--- src/rtl/dram_timing_ctrl.sv ---
// Timing controller for the DRAM command FSM: one shared occupancy down-counter
// yields per-state done flags; a separate interval counter schedules refresh.

package dram_pkg;
    typedef enum logic [3:0] {
        IDLE,
        INIT,
        ACTIVATE,
        READ,
        WRITE,
        PRECHARGE,
        REFRESH,
        MRS
    } dram_state_t;
endpackage

module dram_timing_ctrl
    import dram_pkg::*;
#(
    parameter int unsigned tRCD  = 14,
    parameter int unsigned tRD   = 20,
    parameter int unsigned tWR   = 30,
    parameter int unsigned tRP   = 14,
    parameter int unsigned tRFC  = 260,
    parameter int unsigned tREFI = 7800,
    parameter int unsigned CNT_W = 16
) (
    input  logic        CLK,
    input  logic        RST,
    input  logic        init_done,
    input  dram_state_t cmd_state,
    input  dram_state_t ncmd_state,
    output logic        tACT_done,
    output logic        tRD_done,
    output logic        tWR_done,
    output logic        tPRE_done,
    output logic        tREF_done,
    output logic        rf_req
);

    localparam logic [CNT_W-1:0] REFI_RELOAD = CNT_W'(tREFI - 1);

    logic [CNT_W-1:0] cnt_q, cnt_d;
    logic             armed_q, armed_d;
    logic [CNT_W-1:0] refi_q, refi_d;
    logic             rf_req_q, rf_req_d;
    logic             cnt_expired;
    logic             cur_done;

    function automatic logic is_timed(input dram_state_t s);
        is_timed = (s == ACTIVATE) || (s == READ) || (s == WRITE) ||
                   (s == PRECHARGE) || (s == REFRESH);
    endfunction

    function automatic logic [CNT_W-1:0] load_val(input dram_state_t s);
        case (s)
            ACTIVATE:  load_val = CNT_W'(tRCD - 1);
            READ:      load_val = CNT_W'(tRD - 1);
            WRITE:     load_val = CNT_W'(tWR - 1);
            PRECHARGE: load_val = CNT_W'(tRP - 1);
            REFRESH:   load_val = CNT_W'(tRFC - 1);
            default:   load_val = '0;
        endcase
    endfunction

    // armed_q marks that the counter was loaded by a real state entry, so a
    // zero left over from reset never reads as an elapsed interval.
    assign cnt_expired = armed_q && !RST && (cnt_q == '0);
    assign cur_done    = cnt_expired && is_timed(cmd_state);

    assign tACT_done = cnt_expired && (cmd_state == ACTIVATE);
    assign tRD_done  = cnt_expired && (cmd_state == READ);
    assign tWR_done  = cnt_expired && (cmd_state == WRITE);
    assign tPRE_done = cnt_expired && (cmd_state == PRECHARGE);
    assign tREF_done = cnt_expired && (cmd_state == REFRESH);
    assign rf_req    = rf_req_q;

    always_comb begin
        cnt_d   = cnt_q;
        armed_d = armed_q;
        if (is_timed(ncmd_state) &&
            ((ncmd_state != cmd_state) || cur_done)) begin
            cnt_d   = load_val(ncmd_state);
            armed_d = 1'b1;
        end else if (is_timed(cmd_state) && (cnt_q != '0)) begin
            cnt_d = cnt_q - 1'b1;
        end
    end

    // Entering REFRESH services any pending request and restarts the interval.
    always_comb begin
        refi_d   = refi_q;
        rf_req_d = rf_req_q;
        if (cmd_state == REFRESH) begin
            rf_req_d = 1'b0;
            refi_d   = REFI_RELOAD;
        end else if (init_done && !rf_req_q) begin
            if (refi_q == '0) begin
                rf_req_d = 1'b1;
            end else begin
                refi_d = refi_q - 1'b1;
            end
        end
    end

    always_ff @(posedge CLK) begin
        if (RST) begin
            cnt_q    <= '0;
            armed_q  <= 1'b0;
            refi_q   <= REFI_RELOAD;
            rf_req_q <= 1'b0;
        end else begin
            cnt_q    <= cnt_d;
            armed_q  <= armed_d;
            refi_q   <= refi_d;
            rf_req_q <= rf_req_d;
        end
    end

endmodule

--- config.mk ---
export PLATFORM = sky130hd
export DESIGN_NAME = dram_timing_ctrl
export DESIGN_NICKNAME = d
export VERILOG_FILES = /design/src/rtl/dram_timing_ctrl.sv
export SDC_FILE = /design/constraint.sdc
export NUM_CORES = 1
export LEC_CHECK = 0
export BUFFER_PORTS_ARGS = -buffer_cell sky130_fd_sc_hd__buf_4
export CAP_MARGIN = 20
export CORE_AREA = 8 8 72 74
export DETAILED_ROUTE_END_ITERATION = 12
export DIE_AREA = 0 0 80 82
export PLACE_DENSITY = 0.67
export SYNTH_ARGS = -nofsm -noshare
export SYNTH_HDL_FRONTEND = slang
export SYNTH_SLANG_ARGS = --single-unit
--- constraint.sdc ---
create_clock -name CLK -period 2.25 [get_ports CLK]
set_input_delay 0.1125 -clock CLK [delete_from_list [all_inputs] [get_ports CLK]]
set_output_delay 0.1125 -clock CLK [all_outputs]
set_load 0.05 [all_outputs]
==> impl_table.tex, run 1 <==
\begin{tabular}{lr}
\hline
Metric & Value \\
\hline
\multicolumn{2}{l}{\textbf{Timing}} \\
Max-slew violation count & 0 \\
Skew final & 6.24 ps \\
Period minus WS final & 2350 ps \\
Worst Tran Pin Value & 591 ps \\
Final count of negative-setup-slack endpoints & 1 \\
Setup repair after global routing missed its margin & yes \\
Period utilisation layout & 105\% \\
Max-slew headroom & 60.2\% \\
Achievable Freq & 425 MHz \\
Worst Hold Slack & 64.1 ps \\
Worst Slack Setup Final & -104 ps \\
Setup total negative slack & -104 ps \\
Fin. Hold Viols & 0 \\
\multicolumn{2}{l}{\textbf{Global route}} \\
Tot GR Track Use & 13.8\% \\
Antenna violations before repair & 0 \\
Wire length of the first global-routing pass & 7.28 mm \\
Vias in the first global route & 1,658 \\
Pin count of the biggest net entering global routing & 16 \\
Final global-route overflow total & 0 \\
\multicolumn{2}{l}{\textbf{Clock tree}} \\
Clk\_lat worst skew & 290 ps \\
CTS tree & yes \\
Total number of H-tree levels & 2 \\
Root cell of the clock tree & sky130\_fd\_sc\_hd\_\_clkbuf\_8 \\
Hold-fix buffers at CTS & 0 \\
Clock-pin transition on the worst setup and hold timing paths & 70 ps \\
Clock sink count & 34 \\
Clock tree buffer depth & 2 \\
CTS buffer count & 5 \\
\multicolumn{2}{l}{\textbf{Synth}} \\
Most frequent cell after synthesis & sky130\_fd\_sc\_hd\_\_dfxtp\_1 \\
Cells taking the most area after synthesis & sky130\_fd\_sc\_hd\_\_dfxtp\_1 (35\%), sky130\_fd\_sc\_hd\_\_xor2\_1 (9.3\%), sky130\_fd\_sc\_hd\_\_nor2\_1 (6.1\%) \\
Post-Synthesis Cell Area & 1970 sq um \\
Number of warning messages in the yosys log & 0 \\
Most frequent cells after synthesis & sky130\_fd\_sc\_hd\_\_dfxtp\_1 (34), sky130\_fd\_sc\_hd\_\_nor2\_1 (32), sky130\_fd\_sc\_hd\_\_xor2\_1 (21), sky130\_fd\_sc\_hd\_\_nand2\_1 (19), sky130\_fd\_sc\_hd\_\_nor3\_1 (12) \\
Async set-or-reset flop fraction in the synthesized netlist & 0\% \\
Main synth FF type & sky130\_fd\_sc\_hd\_\_dfxtp\_1 \\
Count of flip-flops with a built-in enable after synthesis & 0 \\
Dominant cell type by area after synthesis & sky130\_fd\_sc\_hd\_\_dfxtp\_1 \\
Gate count of the mapped netlist & 240 \\
Synthesized netlist net count & 255 \\
Share of Yosys cell area claimed by the top area cell type & 34.5\% \\
Mean post-synth cell area & 8.21 sq um \\
Fraction of the yosys area taken by sequential cells & 34.5\% \\
Total of flip-flops plus latches after synthesis & 34 \\
Library cells used by synthesis & 41 \\
\multicolumn{2}{l}{\textbf{Routing}} \\
DRC & 0 \\
Number of detailed-routing iterations run before antenna repair & 4 \\
Number of antenna-violating nets in the routed design & 0 \\
Final routed wirelength across all metal layers & 4.26 mm \\
Number of DRC markers after the initial detailed-route iteration & 87 \\
Post-DR vias/cell & 5.47 \\
Detailed-route via count & 1,744 \\
Routed len/inst & 13.3 um \\
\multicolumn{2}{l}{\textbf{Cells and area}} \\
Filler Cells Inserted & 396 \\
Layout Area Growth over Synthesis & 20.6\% \\
Number of diodes added for antenna fixing & 0 \\
Area used by multi-input combinational logic & 1270 sq um \\
FF+latch area & 683 sq um \\
Share of layout cells above drive strength 1 & 20.2\% \\
Final instance area & 2380 sq um \\
Number of nets at the end of the flow & 281 \\
Core occupancy in the finished layout & 57.3\% \\
\multicolumn{2}{l}{\textbf{Status}} \\
Outcome & finished with violations \\
Violated checks & negative setup slack \\
\multicolumn{2}{l}{\textbf{Power}} \\
Cell area power density & 677 nW/um\^{}2 \\
Leakage power of the design & 0.904 nW \\
Maximum resistive drop on vdd & 0.000314 V \\
\multicolumn{2}{l}{\textbf{Worst hold path}} \\
Path category of the worst min-delay check & in -> reg \\
\multicolumn{2}{l}{\textbf{Floorplan}} \\
Die area & 6560 sq um \\
Die outline height & 82 um \\
Total core area & 4140 sq um \\
Number of top-level pins & 17 \\
Chip Width & 80 um \\
Initial core utilization & 47.6\% \\
Count of standard-cell rows & 24 \\
\multicolumn{2}{l}{\textbf{Setup path}} \\
Critical path capture point type & primary output \\
Worst-case register-to-register setup slack & 30 ps \\
Data required time of the critical path & 2140 ps \\
Critical path fanouts, max & 3 \\
Critical Path Source Type & flip-flop \\
Crit path DAT & 2240 ps \\
Critical path class & reg -> out \\
\multicolumn{2}{l}{\textbf{Place}} \\
Routability-driven placement congestion ratio & 0.825 \\
HPWL after detailed placement & 3.10 mm \\
Port bufs & 16 \\
Total placed instance area & 2230 sq um \\
Placement Setup Slack & 9.27 ps \\
\multicolumn{2}{l}{\textbf{Run}} \\
Max-cap violations & 0 \\
\hline
\end{tabular}
## critical path, cell delays in order, from the launching register on
cell                      delay, ps
sky130_fd_sc_hd__dfxtp_2        320
sky130_fd_sc_hd__or4_4          560
sky130_fd_sc_hd__nor4_4         310
sky130_fd_sc_hd__buf_4          180
sky130_fd_sc_hd__nand3_4        110
sky130_fd_sc_hd__nor4b_4        260
sky130_fd_sc_hd__buf_6          200
## repair_timing
item | 4_1_cts | 5_1_grt
resized for setup | 6 | 2
setup buffers | 2 | 1
endpoints found under the setup margin | 5 | 12
pin swaps | 4 | 10
## flip-flops by register name, indices dropped and copies added, names as in the netlist
name     flops
armed_q      1
cnt_q       16
refi_q      16
rf_req       1
## logic make-up after synthesis
family / after synthesis / share of synthesized area [%]
DFF: 34 / 34.5
AOI/OAI and AO/OA: 26 / 8.06
xor gates and xnor gates: 31 / 13.8
muxes: 1 / 0.508
and+or+nand+nor: 126 / 36.2
adders and majority gates: 4 / 2.54
buffers and inverters: 18 / 4.38
## cells in the final DEF (no fill, tap or decap), drive strengths merged, types with 4 or more instances in the layout
cell,instances
xor2,21
nand4,11
o21bai,4
buf,30
a21oi,10
nor2,32
nand2,20
nor4,9
nand4b,4
nand3,8
o21ai,4
inv,7
ha,4
nand3b,4
dfxtp,34
xnor2,10
clkbuf,7
nor3,12
or4,8
## layout make-up
type                       instances  area share [%]
clock buffer                       7            3.63
clock inverter                     1           0.211
multi-input combinational        188            53.3
inverter                           7            1.11
tap                               52            2.74
timing repair buffer              30            10.3
sequential                        34            28.8
## final timing paths
path                                 from        end  cells after the start
worst min register to register    armed_q    armed_q                      2
worst max-delay path            cnt_q[13]  tPRE_done                      6
worst max register to register  cnt_q[13]   cnt_q[4]                      6
worst min-delay path                  RST   cnt_q[0]                      2
## layer usage
metal	part of all wire, %	up-vias	track usage (%)
li1	-	901	-
met1	44	821	15.0
met2	52	13	24.8
met3	2.1	9	3.06
met4	1.8	0	7.09
met5	0	-	0
## stage by stage
step,power [W],cells
floorplan,0.00103,240
global placement,0.00111,308
detailed placement,0.00112,308
CTS,0.00161,318
global route,0.00170,319
finish,0.00161,319
## power by group
group | switching [W] | internal, W
combinational | 0.000249 | 0.000218
clock | 0.000222 | 0.000247
sequential | 0.0000332 | 0.000639
No activity file was read; power rests on OpenSTA's default activity.
==> inputs of run 2 (changes only) <==
==> constraint.sdc (replaced) <==
create_clock -name CLK -period 2.25 [get_ports CLK]
set_input_delay 0.1125 -clock CLK [delete_from_list [all_inputs] [get_ports CLK]]
set_output_delay 0.1125 -clock CLK [all_outputs]
set_load 0.02 [all_outputs]
==> impl_table.tex, run 2 (synthesis gave the netlist of run 1 again) <==
\begin{tabular}{lr}
\hline
Metric & Value \\
\hline
\multicolumn{2}{l}{\textbf{Cells and area}} \\
Layout Area Growth over Synthesis & 22.0\% \\
Core occupancy in the finished layout & 58.0\% (+0.69 points) \\
Commonest non-fill, non-tap cells in the layout & sky130\_fd\_sc\_hd\_\_nor2\_1 (32), sky130\_fd\_sc\_hd\_\_buf\_4 (32), sky130\_fd\_sc\_hd\_\_dfxtp\_1 (31), sky130\_fd\_sc\_hd\_\_xor2\_1 (21), sky130\_fd\_sc\_hd\_\_nand2\_1 (18) \\
Number of nets at the end of the flow & 283 (+0.71\%) \\
Final cell count without fillers & 321 (+0.63\%) \\
Number of diodes added for antenna fixing & 0 (unchanged) \\
Registers with the most flip-flops & cnt\_q x16, refi\_q x16 \\
Share of layout cells above drive strength 1 & 22.3\% (+2.1 points) \\
\multicolumn{2}{l}{\textbf{Power}} \\
Part of the power in combinational logic & 27.9\% (-1.2 points) \\
Maximum resistive drop on vdd & 0.000511 V (+63\%) \\
Cell area power density & 716 nW/um\^{}2 (+5.8\%) \\
Overall power after layout & 0.00172 W (+7.1\%) \\
Leakage power of the design & 0.914 nW (+1.1\%) \\
P\_sw & 0.000526 W (+4.5\%) \\
Switching share of total power & 30.6\% (-0.76 points) \\
Register share of total power & 39.0\% (-2.8 points) \\
Internal power & 0.00120 W (+8.2\%) \\
Clock network power share & 33.0\% (+3.9 points) \\
\multicolumn{2}{l}{\textbf{Place}} \\
Number of placed cells counting well taps & 307 (-0.32\%) \\
Port bufs & 16 (unchanged) \\
Routability-driven placement congestion ratio & 0.796 (-3.4\%) \\
HPWL after detailed placement & 3.16 mm (+1.6\%) \\
\multicolumn{2}{l}{\textbf{Timing}} \\
Period minus WS final & 2350 ps (-6.50 ps) \\
Worst Slack Setup Final & -97.2 ps (+6.50 ps) \\
Setup repair after global routing missed its margin & yes \\
Max-slew headroom & 60.4\% (+0.25 points) \\
Achievable Freq & 426 MHz (+0.28\%) \\
Max-slew violation count & 0 (unchanged) \\
Worst Tran Pin Value & 587 ps (-3.64 ps) \\
Skew final & 7.46 ps (+1.22 ps) \\
Setup total negative slack & -290 ps (-186 ps) \\
Worst Hold Slack & 59.1 ps (-5.05 ps) \\
Fin. Hold Viols & 0 (unchanged) \\
Final count of negative-setup-slack endpoints & 4 (+3) \\
Period utilisation layout & 104\% (-0.29 points) \\
\multicolumn{2}{l}{\textbf{Setup path}} \\
Worst-case register-to-register setup slack & 10 ps (-20 ps) \\
Crit path DAT & 2230 ps (about the same) \\
Setup crit start & cnt\_q[1] \\
Critical path fanouts, max & 3 (unchanged) \\
Cell mode on critical path & sky130\_fd\_sc\_hd\_\_buf\_4 \\
Critical path capture point type & primary output \\
Peak per-stage delay on the critical path & 470 ps (-90 ps) \\
Worst-case reg-to-reg path depth & 6 (unchanged) \\
Origin of the critical flop-to-flop path & cnt\_q[11] \\
Data required time of the critical path & 2140 ps (about the same) \\
Critical Path Source Type & flip-flop \\
Master of the slowest instance on the critical path & sky130\_fd\_sc\_hd\_\_or4b\_4 \\
Reg-to-Reg End & cnt\_q[4] \\
Crit path cell chain & inv\_2 -> ha\_4 -> or4b\_4 -> nor4\_4 -> buf\_4 -> buf\_4 -> nand2\_2 -> nor3\_2 -> buf\_4 \\
Critical path class & reg -> out \\
\multicolumn{2}{l}{\textbf{Global route}} \\
Vias in the first global route & 1,697 (+2.4\%) \\
Met1 capacity usage during global routing & 15.0\% (-0.016 points) \\
Met2 track demand over resource & 25.5\% (+0.73 points) \\
GR met3 Demand/Resource & 3.28\% (+0.22 points) \\
Tot GR Track Use & 14.0\% (+0.13 points) \\
Wire length of the first global-routing pass & 7.42 mm (+1.9\%) \\
Pin count of the biggest net entering global routing & 16 (unchanged) \\
Antenna violations before repair & 0 (unchanged) \\
Final global-route overflow total & 0 (unchanged) \\
Most used routing layer & met2 \\
\multicolumn{2}{l}{\textbf{Routing}} \\
DRC & 0 (unchanged) \\
Number of detailed-routing iterations run before antenna repair & 4 (unchanged) \\
Detailed-route via count & 1,782 (+2.2\%) \\
Routed len/inst & 13.5 um (+1.5\%) \\
Number of DRC markers after the initial detailed-route iteration & 100 (+15\%) \\
Post-DR vias/cell & 5.55 (+1.5\%) \\
Final routed wirelength across all metal layers & 4.35 mm (+2.1\%) \\
Number of antenna-violating nets in the routed design & 0 (unchanged) \\
\multicolumn{2}{l}{\textbf{Status}} \\
Outcome & finished with violations \\
Violated checks & negative setup slack \\
\multicolumn{2}{l}{\textbf{Worst hold path}} \\
Hold-critical path depth & 2 (unchanged) \\
Critical hold path startpoint & RST \\
Path category of the worst min-delay check & in -> reg \\
Destination of the worst hold path & cnt\_q[0] \\
\multicolumn{2}{l}{\textbf{Floorplan}} \\
Initial core utilization & 47.6\% (unchanged) \\
Total core area & 4140 sq um (unchanged) \\
Die outline height & 82 um (unchanged) \\
Number of top-level pins & 17 (unchanged) \\
Die area & 6560 sq um (unchanged) \\
Count of standard-cell rows & 24 (unchanged) \\
Chip Width & 80 um (unchanged) \\
\multicolumn{2}{l}{\textbf{Clock tree}} \\
Clock sink count & 34 (unchanged) \\
Clock-pin transition on the worst setup and hold timing paths & 80 ps (about the same) \\
Hold-fix buffers at CTS & 0 (unchanged) \\
CTS tree & yes \\
Clock tree buffer depth & 2 (unchanged) \\
CTS buffer count & 5 (unchanged) \\
Root cell of the clock tree & sky130\_fd\_sc\_hd\_\_clkbuf\_8 \\
Clk\_lat worst skew & 290 ps (about the same) \\
Total number of H-tree levels & 2 (unchanged) \\
\multicolumn{2}{l}{\textbf{Run}} \\
Max-cap violations & 0 (unchanged) \\
\hline
\end{tabular}
## run 2: how the worst max path moves through the flow
stage,to,slack [ps]
after floorplan,cnt_q[2],9
after global placement,cnt_q[8],50
after detailed placement,cnt_q[4],0.6
after CTS,tPRE_done,-70
after global routing,tPRE_done,-210
final,tRD_done,-100
## run 2: power by group through the flow
stage | registers [W] | logic, W | clock network (W)
final | 0.000672 | 0.000481 | 0.000569
after global routing | 0.000676 | 0.000527 | 0.000609
after CTS | 0.000671 | 0.000450 | 0.000585
after detailed placement | 0.000685 | 0.000424 | 0
after global placement | 0.000683 | 0.000419 | 0
after floorplan | 0.000681 | 0.000343 | 0
## run 2: per-layer routing
metal	routed length, um	part of all wire [%]
met5	0	0
met4	70	1.6
met3	108	2.5
met2	2290	53
met1	1880	43
## run 2: stage by stage
step / cell area [sq um] / setup slack (ps)
finish: 2400 / -97.2
global route: 2400 / -215
CTS: 2340 / -67.8
detailed placement: 2190 / 0.618
global placement: 2190 / 48.9
floorplan: 1990 / 9.28
## run 2: worst max-delay path, delay by kind of cell (launching register included)
family,cells,cell delay (ps)
flops,1,330
buf+inv,4,540
fa+ha+maj,1,120
simple gates,4,940
## run 2: area by class of cell
class / instances / area [sq um]
sequential: 34 / 684
fill: 375 / 1740
multi-input combinational: 188 / 1270
timing repair buffer: 32 / 240
tap: 52 / 65.1
inverter: 7 / 26.3
clock buffer: 5 / 68.8
clock inverter: 3 / 45.0
## run 2: repair_timing
item,in CTS,in global routing
setup buffers,3,3
endpoints found under the setup margin,7,13
pin swaps,4,7
gates resized for setup,6,8
==> inputs of run 3 (changes only) <==
--- a/config.mk
+++ b/config.mk
@@ -7,10 +7,11 @@
 export LEC_CHECK = 0
 export BUFFER_PORTS_ARGS = -buffer_cell sky130_fd_sc_hd__buf_4
 export CAP_MARGIN = 20
-export CORE_AREA = 8 8 72 74
+export CORE_AREA = 2 2 66 68
 export DETAILED_ROUTE_END_ITERATION = 12
-export DIE_AREA = 0 0 80 82
+export DIE_AREA = 0 0 68 70
 export PLACE_DENSITY = 0.67
+export SETUP_SLACK_MARGIN = 0.4
 export SYNTH_ARGS = -nofsm -noshare
 export SYNTH_HDL_FRONTEND = slang
 export SYNTH_SLANG_ARGS = --single-unit
==> impl_table.tex, run 3 (synthesis gave the netlist of run 1 again) <==
\begin{tabular}{lr}
\hline
Metric & Value \\
\hline
\multicolumn{2}{l}{\textbf{Status}} \\
Outcome & finished with violations \\
Violated checks & negative setup slack \\
\multicolumn{2}{l}{\textbf{Place}} \\
Port bufs & 16 (unchanged) \\
HPWL after detailed placement & 3.19 mm (+1.2\%) \\
Total placed instance area & 2260 sq um (+3.4\%) \\
Routability-driven placement congestion ratio & 0.811 (+1.9\%) \\
\multicolumn{2}{l}{\textbf{Routing}} \\
Detailed-route via count & 1,834 (+2.9\%) \\
Amount of wire on met3 after detailed routing & 135 um (+25\%) \\
Detailed-routing wirelength on met1 & 2.01 mm (+6.6\%) \\
Number of antenna-violating nets in the routed design & 0 (unchanged) \\
Routed len/inst & 13.9 um (+3.0\%) \\
Post-DR vias/cell & 5.59 (+0.72\%) \\
DRC & 0 (unchanged) \\
Highest metal layer with signal wires & met4 \\
Number of detailed-routing iterations run before antenna repair & 4 (unchanged) \\
Final routed wirelength across all metal layers & 4.57 mm (+5.2\%) \\
Detail Route met2 WL & 2.32 mm (+1.3\%) \\
Number of DRC markers after the initial detailed-route iteration & 159 (+59\%) \\
\multicolumn{2}{l}{\textbf{Cells and area}} \\
Commonest non-fill, non-tap cells in the layout & sky130\_fd\_sc\_hd\_\_buf\_4 (36), sky130\_fd\_sc\_hd\_\_nor2\_1 (31), sky130\_fd\_sc\_hd\_\_dfxtp\_1 (27), sky130\_fd\_sc\_hd\_\_xor2\_1 (21), sky130\_fd\_sc\_hd\_\_nand2\_1 (18) \\
Registers with the most flip-flops & cnt\_q x16, refi\_q x16 \\
Final instance area & 2500 sq um (+4.2\%) \\
Filler Cells Inserted & 362 (-3.5\%) \\
Most common cell after layout, fill and taps aside & sky130\_fd\_sc\_hd\_\_buf\_4 \\
Number of diodes added for antenna fixing & 0 (unchanged) \\
Layout Area Growth over Synthesis & 27.1\% \\
Number of nets at the end of the flow & 290 (+2.5\%) \\
Share of layout cells above drive strength 1 & 27.9\% (+5.6 points) \\
\multicolumn{2}{l}{\textbf{Power}} \\
Part of the power in combinational logic & 32.1\% (+4.2 points) \\
Maximum resistive drop on vdd & 0.000346 V (-32\%) \\
P\_sw & 0.000535 W (+1.7\%) \\
Register share of total power & 39.7\% (+0.7 points) \\
Leakage power of the design & 0.951 nW (+4.0\%) \\
Internal power & 0.00115 W (-3.8\%) \\
Cell area power density & 673 nW/um\^{}2 (-6.0\%) \\
Clock network power share & 28.2\% (-4.8 points) \\
Switching share of total power & 31.7\% (+1.2 points) \\
\multicolumn{2}{l}{\textbf{Timing}} \\
Period minus WS final & 2280 ps (-64.6 ps) \\
Fin. Hold Viols & 0 (unchanged) \\
Max-slew violation count & 0 (unchanged) \\
Worst Slack Setup Final & -32.6 ps (+64.6 ps) \\
Skew final & 10.9 ps (+3.49 ps) \\
Achievable Freq & 438 MHz (+2.8\%) \\
Max-slew headroom & 62.3\% (+1.8 points) \\
Worst Tran Pin Value & 560 ps (-27.5 ps) \\
Setup total negative slack & -84.7 ps (+205 ps) \\
Final count of negative-setup-slack endpoints & 5 (+1) \\
Period utilisation layout & 101\% (-2.9 points) \\
Setup repair after global routing missed its margin & yes \\
\multicolumn{2}{l}{\textbf{Setup path}} \\
Crit path cell chain & or4\_4 -> nor4\_4 -> buf\_4 -> nand3\_4 -> nor4b\_4 -> buf\_4 \\
Master of the slowest instance on the critical path & sky130\_fd\_sc\_hd\_\_or4\_4 \\
Worst-case register-to-register setup slack & -30 ps (-40 ps) \\
Cell mode on critical path & sky130\_fd\_sc\_hd\_\_buf\_4 \\
Critical Path Source Type & flip-flop \\
Critical path fanouts, max & 4 (+1) \\
Peak per-stage delay on the critical path & 590 ps (+120 ps) \\
Crit path DAT & 2170 ps (-60 ps) \\
Top Family by Delay on Critical Path & simple AND/OR/NAND/NOR gates \\
Critical path capture point type & primary output \\
Data required time of the critical path & 2140 ps (about the same) \\
Critical path class & reg -> out \\
Buffers plus inverters on the worst setup path & 2 (-2) \\
\multicolumn{2}{l}{\textbf{Global route}} \\
Vias in the first global route & 1,769 (+4.2\%) \\
Tot GR Track Use & 21.3\% (+7.3 points) \\
Final global-route overflow total & 0 (unchanged) \\
Antenna violations before repair & 0 (unchanged) \\
Wire length of the first global-routing pass & 7.73 mm (+4.3\%) \\
Pin count of the biggest net entering global routing & 16 (unchanged) \\
\multicolumn{2}{l}{\textbf{Clock tree}} \\
Total number of H-tree levels & 2 (unchanged) \\
CTS tree & yes \\
CTS buffer count & 5 (unchanged) \\
Clock sink count & 34 (unchanged) \\
Root cell of the clock tree & sky130\_fd\_sc\_hd\_\_clkbuf\_8 \\
Clock-pin transition on the worst setup and hold timing paths & 80 ps (about the same) \\
Clock tree buffer depth & 2 (unchanged) \\
Clk\_lat worst skew & 290 ps (about the same) \\
\multicolumn{2}{l}{\textbf{Run}} \\
Max-cap violations & 0 (unchanged) \\
\multicolumn{2}{l}{\textbf{Floorplan}} \\
Initial core utilization & 47.6\% (unchanged) \\
Number of top-level pins & 17 (unchanged) \\
Die outline height & 70 um (-15\%) \\
Chip Width & 68 um (-15\%) \\
Die area & 4760 sq um (-27\%) \\
Count of standard-cell rows & 24 (unchanged) \\
Total core area & 4140 sq um (unchanged) \\
\multicolumn{2}{l}{\textbf{Worst hold path}} \\
Path category of the worst min-delay check & in -> reg \\
\hline
\end{tabular}
-- run 3: cell types whose count changed in the layout (fill, tap and decap cells not counted), sizes merged --
| cell | before | now |
|---|---|---|
| buf | 32 | 39 |
| clkbuf | 5 | 7 |
| clkinvlp | 2 | 0 |
| clkinv | 0 | 1 |
| bufinv | 1 | 0 |
-- run 3: worst paths after layout --
| kind | startpoint | to | cells after the start |
|---|---|---|---|
| worst max-delay path | cnt_q[6] | tPRE_done | 6 |
| worst min-delay path | RST | cnt_q[0] | 2 |
| worst min register to register | refi_q[5] | refi_q[5] | 2 |
| worst max register to register | cnt_q[11] | cnt_q[12] | 7 |
-- run 3: repair_timing --
item                       4_1_cts  5_1_grt
hold buffers                     0        0
pin swaps                        5        8
setup buffers                    3        7
setup endpoints to repair       32       36
resized for setup                7       12
-- run 3: area by class of cell --
type	count	area, sq um	share of cell area, %
Sequential cell	34	689	27.5
Multi-Input combinational cell	188	1330	53.0
Clock buffer	7	86.3	3.45
Timing Repair Buffer	39	304	12.1
Inverter	7	26.3	1.05
Tap cell	52	65.1	2.60
Clock inverter	1	5.00	0.200
-- run 3: power groups by stage --
stage	sequential, W	clock [W]	combinational [W]
final	0.000669	0.000476	0.000540
after global routing	0.000673	0.000516	0.000594
after CTS	0.000669	0.000480	0.000481
after detailed placement	0.000683	0	0.000459
after global placement	0.000683	0	0.000456
after floorplan	0.000683	0	0.000364
-- run 3: worst register-to-register path, cell delays in order, from the launching register on --
cell	delay, ps
sky130_fd_sc_hd__dfxtp_2	320
sky130_fd_sc_hd__or4_4	560
sky130_fd_sc_hd__buf_4	170
sky130_fd_sc_hd__or4_4	650
sky130_fd_sc_hd__buf_6	170
sky130_fd_sc_hd__nand3b_1	110
sky130_fd_sc_hd__xor2_1	150
sky130_fd_sc_hd__nor2_1	50
-- run 3: per-stage QoR --
step                utilization (%)  setup WS, ps  total power, W  cells  hold slack [ps]
detailed placement             54.6          45.6         0.00114    310              374
global route                   60.4          -137         0.00178    328             57.1
floorplan                         -          67.7         0.00105    240              253
global placement               54.6          77.3         0.00114    310              373
finish                         60.4         -32.6         0.00169    328             63.4
CTS                            58.2         -40.3         0.00163    321             64.7
-- run 3: per-layer routing --
| layer | vias up | track usage (%) |
|---|---|---|
| li1 | 917 | - |
| met1 | 869 | 25.8 |
| met2 | 35 | 34.5 |
| met3 | 13 | 5.31 |
| met4 | 0 | 10.0 |
| met5 | - | 0 |
